$ cat src/rtl/mem_pkg.sv
// Shared definitions for the memory access initiator and the load/store unit:
// access sizes, initiator state codes and the load extension / store formatting helpers.
package mem_pkg;

  localparam logic [1:0] SZ_BYTE = 2'd0;
  localparam logic [1:0] SZ_HALF = 2'd1;
  localparam logic [1:0] SZ_WORD = 2'd2;

  typedef enum logic [2:0] {
    S_IDLE     = 3'd0,
    S_CHECK    = 3'd1,
    S_SETUP    = 3'd2,
    S_STROBE   = 3'd3,
    S_WAIT_MOC = 3'd4,
    S_DONE     = 3'd5,
    S_ERR      = 3'd6
  } state_e;

  // Responder returns the addressed bytes right-justified, lower address in the upper byte.
  function automatic logic [31:0] extend(input logic [31:0] data, input logic [1:0] size,
                                         input logic sgn);
    case (size)
      SZ_BYTE: extend = {{24{sgn & data[7]}}, data[7:0]};
      SZ_HALF: extend = {{16{sgn & data[15]}}, data[15:0]};
      default: extend = data;
    endcase
  endfunction

  function automatic logic [31:0] store_format(input logic [31:0] data, input logic [1:0] size);
    case (size)
      SZ_BYTE: store_format = {24'b0, data[7:0]};
      SZ_HALF: store_format = {16'b0, data[15:0]};
      default: store_format = data;
    endcase
  endfunction

  function automatic logic access_bad(input logic [1:0] size, input logic [1:0] addr_lsb);
    access_bad = (size == 2'd3) ||
                 ((size == SZ_HALF) && addr_lsb[0]) ||
                 ((size == SZ_WORD) && (addr_lsb != 2'b00));
  endfunction

endpackage

$ cat src/rtl/moc_sync.sv
// Multi-flop synchronizer for the responder's asynchronous MOC handshake line.
module moc_sync #(
  parameter int unsigned STAGES = 2
) (
  input  logic clk,
  input  logic reset,
  input  logic async_in,
  output logic sync_out
);

  logic [STAGES-1:0] sync_q;
  logic [STAGES-1:0] sync_d;

  always_comb begin
    sync_d    = sync_q;
    sync_d[0] = async_in;
    for (int i = 1; i < STAGES; i++) begin
      sync_d[i] = sync_q[i-1];
    end
  end

  always_ff @(posedge clk) begin
    if (reset) begin
      sync_q <= '0;
    end else begin
      sync_q <= sync_d;
    end
  end

  assign sync_out = sync_q[STAGES-1];

endmodule

$ cat src/rtl/mem_access_initiator.sv
// CPU-side initiator for the byte-lane RAM responder: one load/store at a time,
// Enable/MOC handshake with settle window and timeout, extended load data back to the datapath.
module mem_access_initiator
  import mem_pkg::*;
#(
  parameter int unsigned SETTLE_CYC  = 2,
  parameter int unsigned TIMEOUT_CYC = 64,
  parameter int unsigned SYNC_STAGES = 2
) (
  input  logic        clk,
  input  logic        reset,
  input  logic        req,
  input  logic        rw,
  input  logic [1:0]  size,
  input  logic        sgn,
  input  logic [8:0]  addr,
  input  logic [31:0] wdata,
  output logic        busy,
  output logic        done,
  output logic        err,
  output logic [31:0] rdata,
  output logic        mem_enable,
  output logic        mem_rw,
  output logic [8:0]  mem_addr,
  output logic [31:0] mem_wdata,
  output logic [3:0]  mem_mode,
  input  logic        mem_moc,
  input  logic [31:0] mem_rdata
);

  localparam int unsigned CNT_W = $clog2(TIMEOUT_CYC + 1);
  localparam logic [CNT_W-1:0] SETTLE_V   = CNT_W'(SETTLE_CYC);
  localparam logic [CNT_W-1:0] TMO_LAST_V = CNT_W'(TIMEOUT_CYC - 1);

  state_e            state_q, state_d;
  logic [CNT_W-1:0]  wait_cnt_q, wait_cnt_d;
  logic              rw_q, rw_d;
  logic [1:0]        size_q, size_d;
  logic              sgn_q, sgn_d;
  logic [8:0]        addr_q, addr_d;
  logic [31:0]       wdata_q, wdata_d;
  logic [31:0]       rdata_q, rdata_d;
  logic              mem_enable_q, mem_enable_d;
  logic              mem_rw_q, mem_rw_d;
  logic [8:0]        mem_addr_q, mem_addr_d;
  logic [31:0]       mem_wdata_q, mem_wdata_d;
  logic [3:0]        mem_mode_q, mem_mode_d;
  logic              moc_s;

  moc_sync #(.STAGES(SYNC_STAGES)) u_moc_sync (
    .clk      (clk),
    .reset    (reset),
    .async_in (mem_moc),
    .sync_out (moc_s)
  );

  always_comb begin
    state_d      = state_q;
    wait_cnt_d   = wait_cnt_q;
    rw_d         = rw_q;
    size_d       = size_q;
    sgn_d        = sgn_q;
    addr_d       = addr_q;
    wdata_d      = wdata_q;
    rdata_d      = rdata_q;
    mem_enable_d = mem_enable_q;
    mem_rw_d     = mem_rw_q;
    mem_addr_d   = mem_addr_q;
    mem_wdata_d  = mem_wdata_q;
    mem_mode_d   = mem_mode_q;

    case (state_q)
      S_IDLE: begin
        if (req) begin
          rw_d    = rw;
          size_d  = size;
          sgn_d   = sgn;
          addr_d  = addr;
          wdata_d = wdata;
          state_d = S_CHECK;
        end
      end
      S_CHECK: begin
        if (access_bad(size_q, addr_q[1:0])) begin
          state_d = S_ERR;
        end else begin
          // Bus fields are registered here so they are stable a full cycle before Enable rises.
          mem_addr_d  = addr_q;
          mem_rw_d    = rw_q;
          mem_mode_d  = {2'b00, size_q};
          mem_wdata_d = store_format(wdata_q, size_q);
          state_d     = S_SETUP;
        end
      end
      S_SETUP: begin
        mem_enable_d = 1'b1;
        wait_cnt_d   = '0;
        state_d      = S_STROBE;
      end
      S_STROBE: begin
        wait_cnt_d = '0;
        state_d    = S_WAIT_MOC;
      end
      S_WAIT_MOC: begin
        // Early synced MOC may be a leftover from the previous op, so it is not trusted yet.
        if ((wait_cnt_q >= SETTLE_V) && moc_s) begin
          mem_enable_d = 1'b0;
          state_d      = S_DONE;
          if (rw_q) begin
            rdata_d = extend(mem_rdata, size_q, sgn_q);
          end
        end else if (wait_cnt_q == TMO_LAST_V) begin
          mem_enable_d = 1'b0;
          state_d      = S_ERR;
        end else begin
          wait_cnt_d = wait_cnt_q + 1'b1;
        end
      end
      S_DONE:  state_d = S_IDLE;
      S_ERR:   state_d = S_IDLE;
      default: state_d = S_IDLE;
    endcase
  end

  always_ff @(posedge clk) begin
    if (reset) begin
      state_q      <= S_IDLE;
      wait_cnt_q   <= '0;
      rw_q         <= 1'b1;
      size_q       <= 2'd0;
      sgn_q        <= 1'b0;
      addr_q       <= 9'd0;
      wdata_q      <= 32'd0;
      rdata_q      <= 32'd0;
      mem_enable_q <= 1'b0;
      mem_rw_q     <= 1'b1;
      mem_addr_q   <= 9'd0;
      mem_wdata_q  <= 32'd0;
      mem_mode_q   <= 4'd0;
    end else begin
      state_q      <= state_d;
      wait_cnt_q   <= wait_cnt_d;
      rw_q         <= rw_d;
      size_q       <= size_d;
      sgn_q        <= sgn_d;
      addr_q       <= addr_d;
      wdata_q      <= wdata_d;
      rdata_q      <= rdata_d;
      mem_enable_q <= mem_enable_d;
      mem_rw_q     <= mem_rw_d;
      mem_addr_q   <= mem_addr_d;
      mem_wdata_q  <= mem_wdata_d;
      mem_mode_q   <= mem_mode_d;
    end
  end

  assign busy       = (state_q != S_IDLE);
  assign done       = (state_q == S_DONE) || (state_q == S_ERR);
  assign err        = (state_q == S_ERR);
  assign rdata      = rdata_q;
  assign mem_enable = mem_enable_q;
  assign mem_rw     = mem_rw_q;
  assign mem_addr   = mem_addr_q;
  assign mem_wdata  = mem_wdata_q;
  assign mem_mode   = mem_mode_q;

endmodule
$ cat config.mk
export PLATFORM = sky130hd
export DESIGN_NAME = mem_access_initiator
export DESIGN_NICKNAME = d
export VERILOG_FILES = /design/src/rtl/mem_pkg.sv /design/src/rtl/moc_sync.sv /design/src/rtl/mem_access_initiator.sv
export SDC_FILE = /design/constraint.sdc
export NUM_CORES = 1
export LEC_CHECK = 0
export CELL_PAD_IN_SITES_DETAIL_PLACEMENT = 1
export CELL_PAD_IN_SITES_GLOBAL_PLACEMENT = 2
export CORE_MARGIN = 2
export CORE_UTILIZATION = 28
export CTS_CLUSTER_DIAMETER = 60
export DETAILED_ROUTE_END_ITERATION = 8
export GPL_TIMING_DRIVEN = 0
export PLACE_DENSITY = 0.95
export SYNTH_ARGS = -nofsm -noshare
export SYNTH_HDL_FRONTEND = slang
export SYNTH_SLANG_ARGS = --single-unit
$ cat constraint.sdc
create_clock -name clk -period 3.3 [get_ports clk]
set_input_delay 0.66 -clock clk [delete_from_list [all_inputs] [get_ports clk]]
set_output_delay 0.66 -clock clk [all_outputs]
set_load 0.005 [all_outputs]
==> metrics.txt <==
Synth Cell Area between 0.005 and 0.006 mm^2; Worst-path clk slew 60 ps; hold_ws around 450 ps; Synth Register Bits 134; max-slew violations 0; Area after DPL 0.00693 mm^2; syn_area_per_cell 8.18 um^2; number of remaining DRC errors 0; Ant. Diodes 0; DRT Pass-1 Iters 4; Initial Utilization about 28%; Final TNS setup 0 ps; Port Buf Inserts 160; CP max stage delay 530 ps; postcts setup bufs 0; arrival time at the worst endpoint 2050 ps; largest net degree at the start of global routing 17; Final ANT Viol Nets 0; clk buf depth 2; count of cell types in the netlist 43; total CTS buffers 17; Placed Cells 1006; Worst VDD drop around 370 uV; Final GP Congestion 0.831; share of the synthesized area in the top cell type a little over half; final total power 4.32 mW; Tmin final 2710 ps; Critical Path Sink Type primary output; routed len/inst 16.3 um; post-route insts no fill 1038; Root Driver clkbuf_16; GRT Residual Overflow 0; setup ws final roughly 590 ps; status completed; Synth Warn # 0; Final Skew 7.26 ps; CTS tree done; CTS H-tree lvls 4; critical path class reg2out; antenna violations before repair 0; Cells after Synth 616; hold buffer count at CTS 0; Cell Pwr Density 569 mW/mm^2; CTS sink cnt between 100 and 150; via count 4951; row cnt about 50; endpoints failing setup 0; largest cells by area after synthesis dfxtp_1 53%, nand2_1 13%, a21oi_1 10%, nor2_1 2.8%, a311oi_1 2.8%; worst slack at placement 737 ps; critical path startpoint state_q[1]$_SDFFE_PP0P_; die area 0.0191 mm^2; via/cell ratio 4.77; core region area around 0.018 mm^2; most frequent cell after synthesis nand2_1; post-DP HPWL 12.2 mm; Top FF cell, synth dfxtp_1; cell leakage power 2.60 nW; max_cap viols 0; fin crit share 82.2%; Syn-to-layout area delta 50.8%; overall routing resource usage 17.8%; design area 0.00760 mm^2; Hold Crit Class reg2reg; sequential area share after synthesis 53.2%; Final Hold Viols 0; Critical Path, Cell by Cell clkbuf_1 > inv_1 > nor3_1 > clkdlybuf4s50_1; worst reg2reg startpoint size_q[1]$_SDFFE_PP0P_; post-CTS sizing 0; HP Start addr_q[3]$_SDFFE_PP0P_; Die Width 138 um; Worst Max-Slew Pin Slew between 800 and 900 ps; slowest CP cell clkdlybuf4s50_1; RSZ-0062 raised after global routing false; clk_lat worst skew 420 ps; Max transition margin 41.2%; vias in the first global route 5103; ys async rst share 0%; Max Clk Rate ~370 MHz; Synth area leader dfxtp_1; Commonest cells post-synth 171 x nand2_1, 134 x dfxtp_1, 102 x a21oi_1, 38 x nor2_1, 32 x clkbuf_1; first-pass GRT wire length about 27 mm; Worst Path Max Fanout 9; IO Count 163; EDFF count, synth 0; DR iter-0 viols 188; Worst Setup Start Kind flip-flop; chip height 138 um; Fill cells 2134; end-of-flow core utilization 42.7%; # nets final between 800 and 900; Critical Path RT 2640 ps; WL final 16.9 mm; ratio of cells with drive above 1 in the final layout 6.06%
[report_power, final]
group	internal [mW]	switching (mW)	leakage [nW]
combinational	0.195	0.276	1.19
clock	1.40	0.731	0.326
sequential	1.68	0.0358	1.09
[per-layer routing]
layer,global-route usage [%],wire (um),vias to the layer above
li1,-,-,2451
met5,0,0,-
met4,4.19,180,0
met2,30.1,8030,125
met3,5.72,1040,15
met1,22.2,7620,2360
[cell usage in the layout (no fill, tap or decap), types with 4 or more instances in the layout]
cell             netlist  final
mux2i_1                8      8
or3_1                  4      4
nor3_1                 5      5
o21ai_0                6      6
clkbuf_16              0     17
a211oi_1               8      8
nand2_1              171    171
dfxtp_1              134    134
clkdlybuf4s50_1        0    160
nor2_1                38     38
a311oi_1              16     16
buf_1                  6      6
a21oi_1              102    102
clkbuf_1              32     32
bufinv_16              0      5
nand3_1               28     28
buf_2                  9      9
inv_1                  7      7
buf_4                  4      4
[path summary, 6_finish.rpt]
check        slack [ps]                        end  depth (start not counted)
min reg2reg         450   mem_addr[3]$_SDFFE_PP0P_                          2
max                 590                        err                          4
min                 450   mem_addr[3]$_SDFFE_PP0P_                          2
max reg2reg         920  mem_wdata[9]$_SDFFE_PP0P_                          6
[state kept, by name (all words and copies together), names as in the netlist]
name	cells
wait_cnt_q	7
mem_enable	1
sgn_q	1
size_q	2
wdata_q	32
rdata	32
u_moc_sync.sync_q	2
mem_addr	9
mem_mode	2
mem_wdata	32
state_q	3
mem_rw	1
addr_q	9
rw_q	1
[final cells by class]
type / instances / area [um^2] / area share, %
clock buffers: 20 / 467 / 6.14
well taps: 229 / 287 / 3.77
inverters: 7 / 26.3 / 0.346
flip-flops and latches: 134 / 2680 / 35.3
multi-input cells: 425 / 2120 / 27.9
repair buffers: 160 / 1600 / 21.1
clock inverters: 12 / 199 / 2.62
plain buffers: 51 / 218 / 2.87
[critical path, delay by kind of cell (launching register included)]
family	cells	cell delay, ps
simple gates	1	210
buf+inv	3	1130
flops	1	300
[kinds of logic after synthesis]
group | Yosys count | share of synthesized area [%]
adder cells (fa/ha/maj) | 2 | 0.497
AO/OA/AOI/OAI | 151 | 17.9
AND/OR/NAND/NOR | 260 | 21.5
other | 1 | 0.0744
flip-flops | 134 | 53.2
XOR/XNOR | 1 | 0.174
multiplexers | 9 | 1.81
buffers and inverters | 58 | 4.84
(Power assumes the default switching activity.)
